==> config.mk <==
export PLATFORM = sky130hd
export DESIGN_NAME = hex_scroll_display_flat
export DESIGN_NICKNAME = d
export VERILOG_FILES = /design/src/rtl/hex_scroll_display_if.sv /design/src/rtl/hex_scroll_display.sv /design/src/flat_wrapper.sv
export SDC_FILE = /design/constraint.sdc
export NUM_CORES = 1
export LEC_CHECK = 0
export CAP_MARGIN = 20
export CORE_AREA = 2 2 110 112
export DETAILED_ROUTE_END_ITERATION = 6
export DIE_AREA = 0 0 112 114
export DONT_BUFFER_PORTS = 1
export PLACE_DENSITY = 0.58
export SKIP_LAST_GASP = 1
export SYNTH_ARGS = -nofsm -noshare
export SYNTH_HDL_FRONTEND = slang
export SYNTH_SLANG_ARGS = --single-unit
==> constraint.sdc <==
create_clock -name CLOCK_50 -period 7.9 [get_ports CLOCK_50]
set_input_delay 0.79 -clock CLOCK_50 [delete_from_list [all_inputs] [get_ports CLOCK_50]]
set_output_delay 0.79 -clock CLOCK_50 [all_outputs]
set_load 0.1 [all_outputs]
==> src/rtl/hex_scroll_display_if.sv <==
// Bus between the switch/key front end and the scrolling HEX driver.
// master drives the message-edit and scroll controls; slave returns the
// segment bank, the scroll position and the step pulse.
interface hex_scroll_display_if #(
    parameter int NUM_DIGITS = 6,
    parameter int MSG_LEN    = 8
);
    localparam int PW = $clog2(MSG_LEN);

    logic                    clear;
    logic                    wr_en;
    logic [2:0]              wr_char;
    logic                    run;
    logic                    dir;
    logic                    blink;
    logic [7*NUM_DIGITS-1:0] hex;
    logic [PW-1:0]           pos;
    logic                    tick;

    modport master (
        output clear, wr_en, wr_char, run, dir, blink,
        input  hex, pos, tick
    );

    modport slave (
        input  clear, wr_en, wr_char, run, dir, blink,
        output hex, pos, tick
    );
endinterface

==> src/rtl/hex_scroll_display.sv <==
// Scrolling-message driver for the seven-segment bank.
// Holds a MSG_LEN-glyph message (appended one glyph per wr_en cycle) and
// rotates it across NUM_DIGITS active-low HEX displays once every TICK_DIV
// clocks while run is high. Optional blinking is built only when the macro
// HEX_SCROLL_BLINK_EN is defined; otherwise the blink input is ignored.
module hex_scroll_display #(
    parameter int NUM_DIGITS = 6,
    parameter int MSG_LEN    = 8,
    parameter int TICK_DIV   = 50_000_000
) (
    input  logic                  CLOCK_50,
    input  logic                  resetn,
    hex_scroll_display_if.slave   bus
);
    localparam int PW = $clog2(MSG_LEN);
    localparam int CW = $clog2(TICK_DIV);
    localparam logic [CW-1:0] CNT_LAST  = CW'(TICK_DIV - 1);
    localparam logic [PW-1:0] POS_LAST  = PW'(MSG_LEN - 1);
    localparam logic [PW:0]   LEN_WIDE  = (PW+1)'(MSG_LEN);
    localparam logic [6:0]    SEG_BLANK = 7'h7F;

    // Glyph code to active-low segments, bit order g..a.
    function automatic logic [6:0] glyph_seg(input logic [2:0] code);
        logic [6:0] seg;
        case (code)
            3'd0:    seg = 7'h21; // d
            3'd1:    seg = 7'h06; // E
            3'd2:    seg = 7'h79; // 1
            3'd3:    seg = 7'h40; // 0
            3'd4:    seg = 7'h09; // H
            3'd5:    seg = 7'h47; // L
            3'd6:    seg = 7'h0C; // P
            default: seg = SEG_BLANK;
        endcase
        return seg;
    endfunction

    logic [2:0]              msg_reg [MSG_LEN];
    logic [PW-1:0]           pos_reg;
    logic [PW-1:0]           pos_next;
    logic [CW-1:0]           cnt_reg;
    logic                    tick_reg;
    logic [7*NUM_DIGITS-1:0] hex_reg;
    logic                    wrap;
    logic                    blank_all;
    logic [6:0]              digit_seg [NUM_DIGITS];

    // A scroll step happens on the cycle the running divider reaches its end.
    assign wrap = bus.run && (cnt_reg == CNT_LAST);

    // Tick divider: counts only while run is high; tick is the registered wrap.
    always_ff @(posedge CLOCK_50 or negedge resetn) begin
        if (!resetn) begin
            cnt_reg  <= '0;
            tick_reg <= 1'b0;
        end else if (bus.clear) begin
            cnt_reg  <= '0;
            tick_reg <= 1'b0;
        end else begin
            tick_reg <= wrap;
            if (bus.run) begin
                cnt_reg <= wrap ? '0 : cnt_reg + 1'b1;
            end
        end
    end

    // Next scroll position; explicit wrap so non-power-of-two lengths work.
    always_comb begin
        pos_next = pos_reg;
        if (wrap) begin
            if (bus.dir) begin
                pos_next = (pos_reg == '0) ? POS_LAST : pos_reg - 1'b1;
            end else begin
                pos_next = (pos_reg == POS_LAST) ? '0 : pos_reg + 1'b1;
            end
        end
    end

    // Scroll position register; clear overrides a coincident step.
    always_ff @(posedge CLOCK_50 or negedge resetn) begin
        if (!resetn) begin
            pos_reg <= '0;
        end else if (bus.clear) begin
            pos_reg <= '0;
        end else begin
            pos_reg <= pos_next;
        end
    end

    // Message shift buffer: newest glyph enters at the top, oldest drops off.
    always_ff @(posedge CLOCK_50 or negedge resetn) begin
        if (!resetn) begin
            for (int j = 0; j < MSG_LEN; j++) begin
                msg_reg[j] <= 3'd7;
            end
        end else if (bus.clear) begin
            for (int j = 0; j < MSG_LEN; j++) begin
                msg_reg[j] <= 3'd7;
            end
        end else if (bus.wr_en) begin
            for (int j = 0; j < MSG_LEN - 1; j++) begin
                msg_reg[j] <= msg_reg[j+1];
            end
            msg_reg[MSG_LEN-1] <= bus.wr_char;
        end
    end

`ifdef HEX_SCROLL_BLINK_EN
    logic phase_reg;

    // Blink phase flips on every scroll step; clear restarts it visible.
    always_ff @(posedge CLOCK_50 or negedge resetn) begin
        if (!resetn) begin
            phase_reg <= 1'b0;
        end else if (bus.clear) begin
            phase_reg <= 1'b0;
        end else if (wrap) begin
            phase_reg <= ~phase_reg;
        end
    end

    assign blank_all = bus.blink && phase_reg;
`else
    assign blank_all = 1'b0;
`endif

    // Digit d shows msg[(pos + NUM_DIGITS-1-d) mod MSG_LEN]; the offset is a
    // constant per digit, so the modulo reduces to one conditional subtract.
    genvar gi;
    generate
        for (gi = 0; gi < NUM_DIGITS; gi++) begin : g_digit
            localparam int OFF = (NUM_DIGITS - 1 - gi) % MSG_LEN;
            logic [PW:0]   sum;
            logic [PW-1:0] idx;
            assign sum = {1'b0, pos_reg} + (PW+1)'(OFF);
            assign idx = (sum >= LEN_WIDE) ? PW'(sum - LEN_WIDE) : PW'(sum);
            assign digit_seg[gi] = glyph_seg(msg_reg[idx]);
        end
    endgenerate

    // Registered segment outputs, one cycle behind msg/pos/phase.
    always_ff @(posedge CLOCK_50 or negedge resetn) begin
        if (!resetn) begin
            hex_reg <= '1;
        end else begin
            for (int d = 0; d < NUM_DIGITS; d++) begin
                hex_reg[7*d +: 7] <= blank_all ? SEG_BLANK : digit_seg[d];
            end
        end
    end

    assign bus.hex  = hex_reg;
    assign bus.pos  = pos_reg;
    assign bus.tick = tick_reg;
endmodule

==> src/flat_wrapper.sv <==
// flat-port wrapper written by rule: the top's interface ports become plain ports
module hex_scroll_display_flat 
#(
    parameter int NUM_DIGITS = 6,
    parameter int MSG_LEN    = 8,
    parameter int TICK_DIV   = 50_000_000
)
  (CLOCK_50, resetn, bus_clear, bus_wr_en, bus_wr_char, bus_run, bus_dir, bus_blink, bus_hex, bus_pos, bus_tick);
  hex_scroll_display_if #(.NUM_DIGITS(NUM_DIGITS), .MSG_LEN(MSG_LEN)) bus_i ();
  input  logic CLOCK_50;
  input  logic resetn;
  input wire logic [$bits(bus_i.clear)-1:0] bus_clear;
  input wire logic [$bits(bus_i.wr_en)-1:0] bus_wr_en;
  input wire logic [$bits(bus_i.wr_char)-1:0] bus_wr_char;
  input wire logic [$bits(bus_i.run)-1:0] bus_run;
  input wire logic [$bits(bus_i.dir)-1:0] bus_dir;
  input wire logic [$bits(bus_i.blink)-1:0] bus_blink;
  output wire logic [$bits(bus_i.hex)-1:0] bus_hex;
  output wire logic [$bits(bus_i.pos)-1:0] bus_pos;
  output wire logic [$bits(bus_i.tick)-1:0] bus_tick;
  assign bus_i.clear = bus_clear;
  assign bus_i.wr_en = bus_wr_en;
  assign bus_i.wr_char = bus_wr_char;
  assign bus_i.run = bus_run;
  assign bus_i.dir = bus_dir;
  assign bus_i.blink = bus_blink;
  assign bus_hex = bus_i.hex;
  assign bus_pos = bus_i.pos;
  assign bus_tick = bus_i.tick;
  hex_scroll_display #(.NUM_DIGITS(NUM_DIGITS), .MSG_LEN(MSG_LEN), .TICK_DIV(TICK_DIV)) u_core (.CLOCK_50(CLOCK_50), .resetn(resetn), .bus(bus_i));
endmodule
Word level (Yosys, flattened, before mapping)
Cells that the tools add are included.

storage, ports and cells
  bits in registers = 96
  latch bits = 0
  memory bits (writable) = 0
  ROM bits = 0
  input port bits = 10
  output and inout bits = 46
  word-level logic and storage cells = 134
  memories = 0

cells by class
  $add $sub $neg = 14
  $mul = 0
  divide/modulo/power cells = 0
  $lt $le $gt $ge = 12
  equal/unequal tests = 38
  shifts and indexed selects = 0
  multiplexer cells = 41
  bitwise gates (word level) = 6
  reductions and logical operators = 11

operator list
  kind                     number
  $pmux W7 S7              6
  $mux W26                 3
  $mux W3                  23
  $eq A3 B3 Y1 const B     19
  $bmux W3 S3              6
  $mux W24                 2
  $ge A4 B4 Y1 const B     11
  $eq A3 B2 Y1 const B     12
  $add A26 B1 Y26 const B  1
  $eq A26 B26 Y1 const B   1
  $not A3 Y4               6
  $logic_not A3 Y1         7
  $sub A3 B1 Y3 const B    7
  $eq A3 B1 Y1 const B     6
  $add A3 B2 Y4 const B    2
  $add A3 B3 Y4 const B    2
  $reduce_bool A2 Y1       3
  $add A3 B1 Y4 const B    1
  $ge A3 B4 Y1 const B     1
  $add A3 B1 Y3 const B    1
  $logic_and A1 B1 Y1      1
  $mux W1                  1

Depth between registers and ports, before layout
  depth in word-level cells = 9
  mapped depth = 10
  depth with buffers taken out = 7

Worst setup path after synthesis
Ideal clock, no wire load.

  path type = reg2reg
  start point = register u_core.pos_reg[0] (netlist: u_core.bus.pos[0])
  end point = register u_core.hex_reg[31] (netlist: u_core.bus.hex[31])
  library setup time = 0.088 ns
  data arrival time = 3.506 ns
  required time = 7.812 ns
  path slack = 4.306 ns
  stages on the path, launching flop included = 10
  path buffers = 3
  clock period less this slack = 3.594 ns
  path through = dfrtp_1 buf_2 clkinv_1 ha_1 buf_2 buf_6 mux4_2 mux2i_2 inv_2 maj3_1

RTL lines
  item                             RTL line                   RTL
  from (decl)                      hex_scroll_display.sv:39   logic [PW-1:0] pos_reg;
  from (signal assigned)           hex_scroll_display.sv:86   pos_reg <= pos_next;
  to (signal, indexed assignment)  hex_scroll_display.sv:147  hex_reg[7*d +: 7] <= blank_all ? SEG_BLANK : digit_seg[d];
  to (decl)                        hex_scroll_display.sv:43   logic [7*NUM_DIGITS-1:0] hex_reg;

==> flow_metrics.env <==
export IMPL_syn_inst=431
export IMPL_grt_busiest_layer="met2"
export IMPL_largest_register_ffs=42
export IMPL_cap_violations=0
export IMPL_setup_violations_final=0
export IMPL_yosysTopAreaCell="dfstp_2"
export IMPL_tightest_slew_ns=1.07
export IMPL_clkTransAtPathRegs_ns=0.06
export IMPL_synth_top_cells_by_count="66 x dfstp_2, 54 x nor2_1, 30 x dfrtp_1, 25 x nor2b_1, 24 x a211o_1"
export IMPL_maxSlewViolCount=0
export IMPL_post_dp_cell_area_um2=5170
export IMPL_start_util_pct=43.2
export IMPL_dr_pass1_iters=4
export IMPL_routed_wl_um=9780
export IMPL_synth_top_area_share_pct=34.3
export IMPL_regArea_um2=2490
export IMPL_drcViolationCount=0
export IMPL_synth_area_um2=5060
export IMPL_timing_rr_start="u_core.bus.pos[0]$_DFFE_PN0P_"
export IMPL_viasPerCell=5.61
export IMPL_criticalPathCategory="reg2reg"
export IMPL_postCtsHoldBufs=0
export IMPL_io_pins=56
export IMPL_required_ns=8.15
export IMPL_timing_slew_headroom_pct=28.9
export IMPL_path_cells="clkinv_1 > ha_1 > mux4_2 > mux2i_1 > nor2_1 > nor3_1"
export IMPL_outcome="complete, no violations"
export IMPL_rsz0062_at_grt="no"
export IMPL_gp_congestion=0.791
export IMPL_n_antenna_cell=0
export IMPL_max_freq_ghz=0.240
export IMPL_end_kind="register"
export IMPL_p_per_area_nw_per_um2=224
export IMPL_cts_tree="yes"
export IMPL_synth_nets=447
export IMPL_drive_above_1_share_pct=27.9
export IMPL_synth_seq_cells=96
export IMPL_cts_sinks=96
export IMPL_cts_resized=0
export IMPL_crit_start="u_core.bus.pos[0]$_DFFE_PN0P_"
export IMPL_critPathLaunchType="register"
export IMPL_slowest_stage="dfrtp_2"
export IMPL_p_leak_nw=2.04
export IMPL_synth_cell_types=52
export IMPL_worstPathArrival_ns=4.42
export IMPL_use_met1_pct=23.0
export IMPL_overflow=0
export IMPL_met3_usage_pct=4.30
export IMPL_finClkSkew_ns=0.00796
export IMPL_track_usage_pct=16.2
export IMPL_clockRootBuffer="clkbuf_16"
export IMPL_dieArea_um2=12800
export IMPL_coreArea_um2=11700
export IMPL_postRouteAntennaNets=0
export IMPL_yosysSeqAreaShare_pct=49.1
export IMPL_ys_flop_type="dfstp_2"
export IMPL_area_growth_pct=7.62
export IMPL_grt_pass1_vias=3081
export IMPL_synth_area_leaders="dfstp_2 34%, dfrtp_1 15%, mux4_2 8.9%"
export IMPL_die_height_um=114
export IMPL_tns_ns=0
export IMPL_rows=40
export IMPL_htree_levels=3
export IMPL_antenna_found_initial=0
export IMPL_yosys_warnings=0
export IMPL_layout_min_cycle_time_ns=4.17
export IMPL_peakVddDrop_uv=181
export IMPL_dpl_hpwl_um=6380
export IMPL_nets=441
export IMPL_timing_final_crit_share_pct=52.8
export IMPL_fill_cells=1050
export IMPL_grt_pass1_wl_um=16300
export IMPL_num_vias=3237
export IMPL_totalPowerFinal_mw=1.22
export IMPL_wl_per_cell_um=17.0
export IMPL_clockBufferDepth=2
export IMPL_clk_latency_ns=0.34
export IMPL_port_buffers=0
export IMPL_grt_max_degree=97
export IMPL_setup_ws_ns=3.73
export IMPL_crit_buf_inv=1
export IMPL_hp_class="in2async"
export IMPL_cp_max_fo=22
export IMPL_crit_family="flip-flops"
export IMPL_drt_initial_drc_count=207
export IMPL_post_cts_buffers=0
export IMPL_multiInputGateArea_um2=2420
export IMPL_cpPeakStageDelay_ns=1.07
export IMPL_final_area_um2=5440
export IMPL_gr_usage_met2_pct=23.2
export IMPL_cts_buffers_inserted=9
export IMPL_pre_cts_ws_ns=3.69
export IMPL_die_w_um=112
export IMPL_synth_edf_count=0
export IMPL_syn_avg_cell_area_um2=11.7
export IMPL_hold_viol=0
export IMPL_synth_most_common_cell="dfstp_2"
export IMPL_synthArstFlopShare_pct=100
## cell families (layout without fill, tap and decap cells)
family	Yosys count	count (layout)	synth area share, %
muxes	52	52	17.6
AOI/OAI and AO/OA	61	61	8.66
buffers and inverters	36	35	3.04
DFF	96	96	49.1
xor gates and xnor gates	23	23	4.35
adders and majority gates	9	9	2.10
and+or+nand+nor	154	154	15.1
## path summary, 6_finish.rpt
kind / end / slack [ns] / depth (start not counted)
setup / recovery: u_core.bus.hex[4]$_DFF_PN1_ / 3.73 / 6
setup reg to reg: u_core.bus.hex[4]$_DFF_PN1_ / 3.73 / 6
min in group CLOCK_50: u_core.cnt_reg[19]$_DFFE_PN0P_ / 0.51 / 1
hold / removal: u_core.bus.tick$_DFF_PN0_ / 0.14 / 0
max in group asynchronous: u_core.msg_reg[22]$_DFFE_PN1P_ / 7.53 / 0
hold reg to reg: u_core.cnt_reg[25]$_DFFE_PN0P_ / 0.56 / 2
## worst reg2reg max path: cells and delay by family, from the launching register on
kind | cells | cell delay, ns
adder cells (fa/ha/maj) | 1 | 0.90
buffers and inverters | 1 | 0.70
flip-flops | 1 | 1.07
multiplexers | 2 | 1.07
AND/OR/NAND/NOR | 2 | 0.35
## area by class of cell
type	instances	share of cell area [%]
timing repair buffer	1	0.138
sequential	96	45.7
inverter	18	1.24
multi-input combinational	299	44.4
clock buffer	13	4.78
tap	147	3.38
clock inverter	3	0.322
## layout by cell type, fill, tap and decap left out, types with 11 or more instances in the layout
| master | Yosys | final |
|---|---|---|
| xor2_1 | 11 | 11 |
| mux2i_1 | 18 | 18 |
| nor2_1 | 54 | 54 |
| dfstp_2 | 66 | 66 |
| a211o_1 | 24 | 24 |
| nor3_1 | 11 | 11 |
| dfrtp_1 | 30 | 28 |
| xnor2_1 | 11 | 11 |
| mux4_2 | 20 | 20 |
| a21oi_1 | 18 | 18 |
| nand2_1 | 22 | 22 |
| nor2b_1 | 25 | 25 |
| inv_1 | 14 | 14 |
## metrics by stage
step | util [%] | hold WS, ns | std cells
final | 46.5 | 0.138 | 577
after global routing | 46.5 | 0.123 | 577
after CTS | 46.5 | 0.123 | 577
after detailed placement | 44.1 | 0.498 | 561
after global placement | 44.1 | 0.498 | 561
after floorplan | - | 0.494 | 431
## routing by layer
| layer | share of wire, % | routed length (um) | vias to the layer above |
|---|---|---|---|
| met5 | 0 | 0 | - |
| met4 | 1.8 | 176 | 0 |
| met3 | 4.8 | 470 | 12 |
| met2 | 46 | 4460 | 69 |
| met1 | 48 | 4680 | 1612 |
| li1 | - | - | 1544 |
## report_power, final
group	switching [mW]	internal [mW]
combinational	0.0359	0.0373
clock	0.174	0.230
sequential	0.193	0.552
total	0.403	0.819
Note: power is estimated with default switching activity, not from simulation.
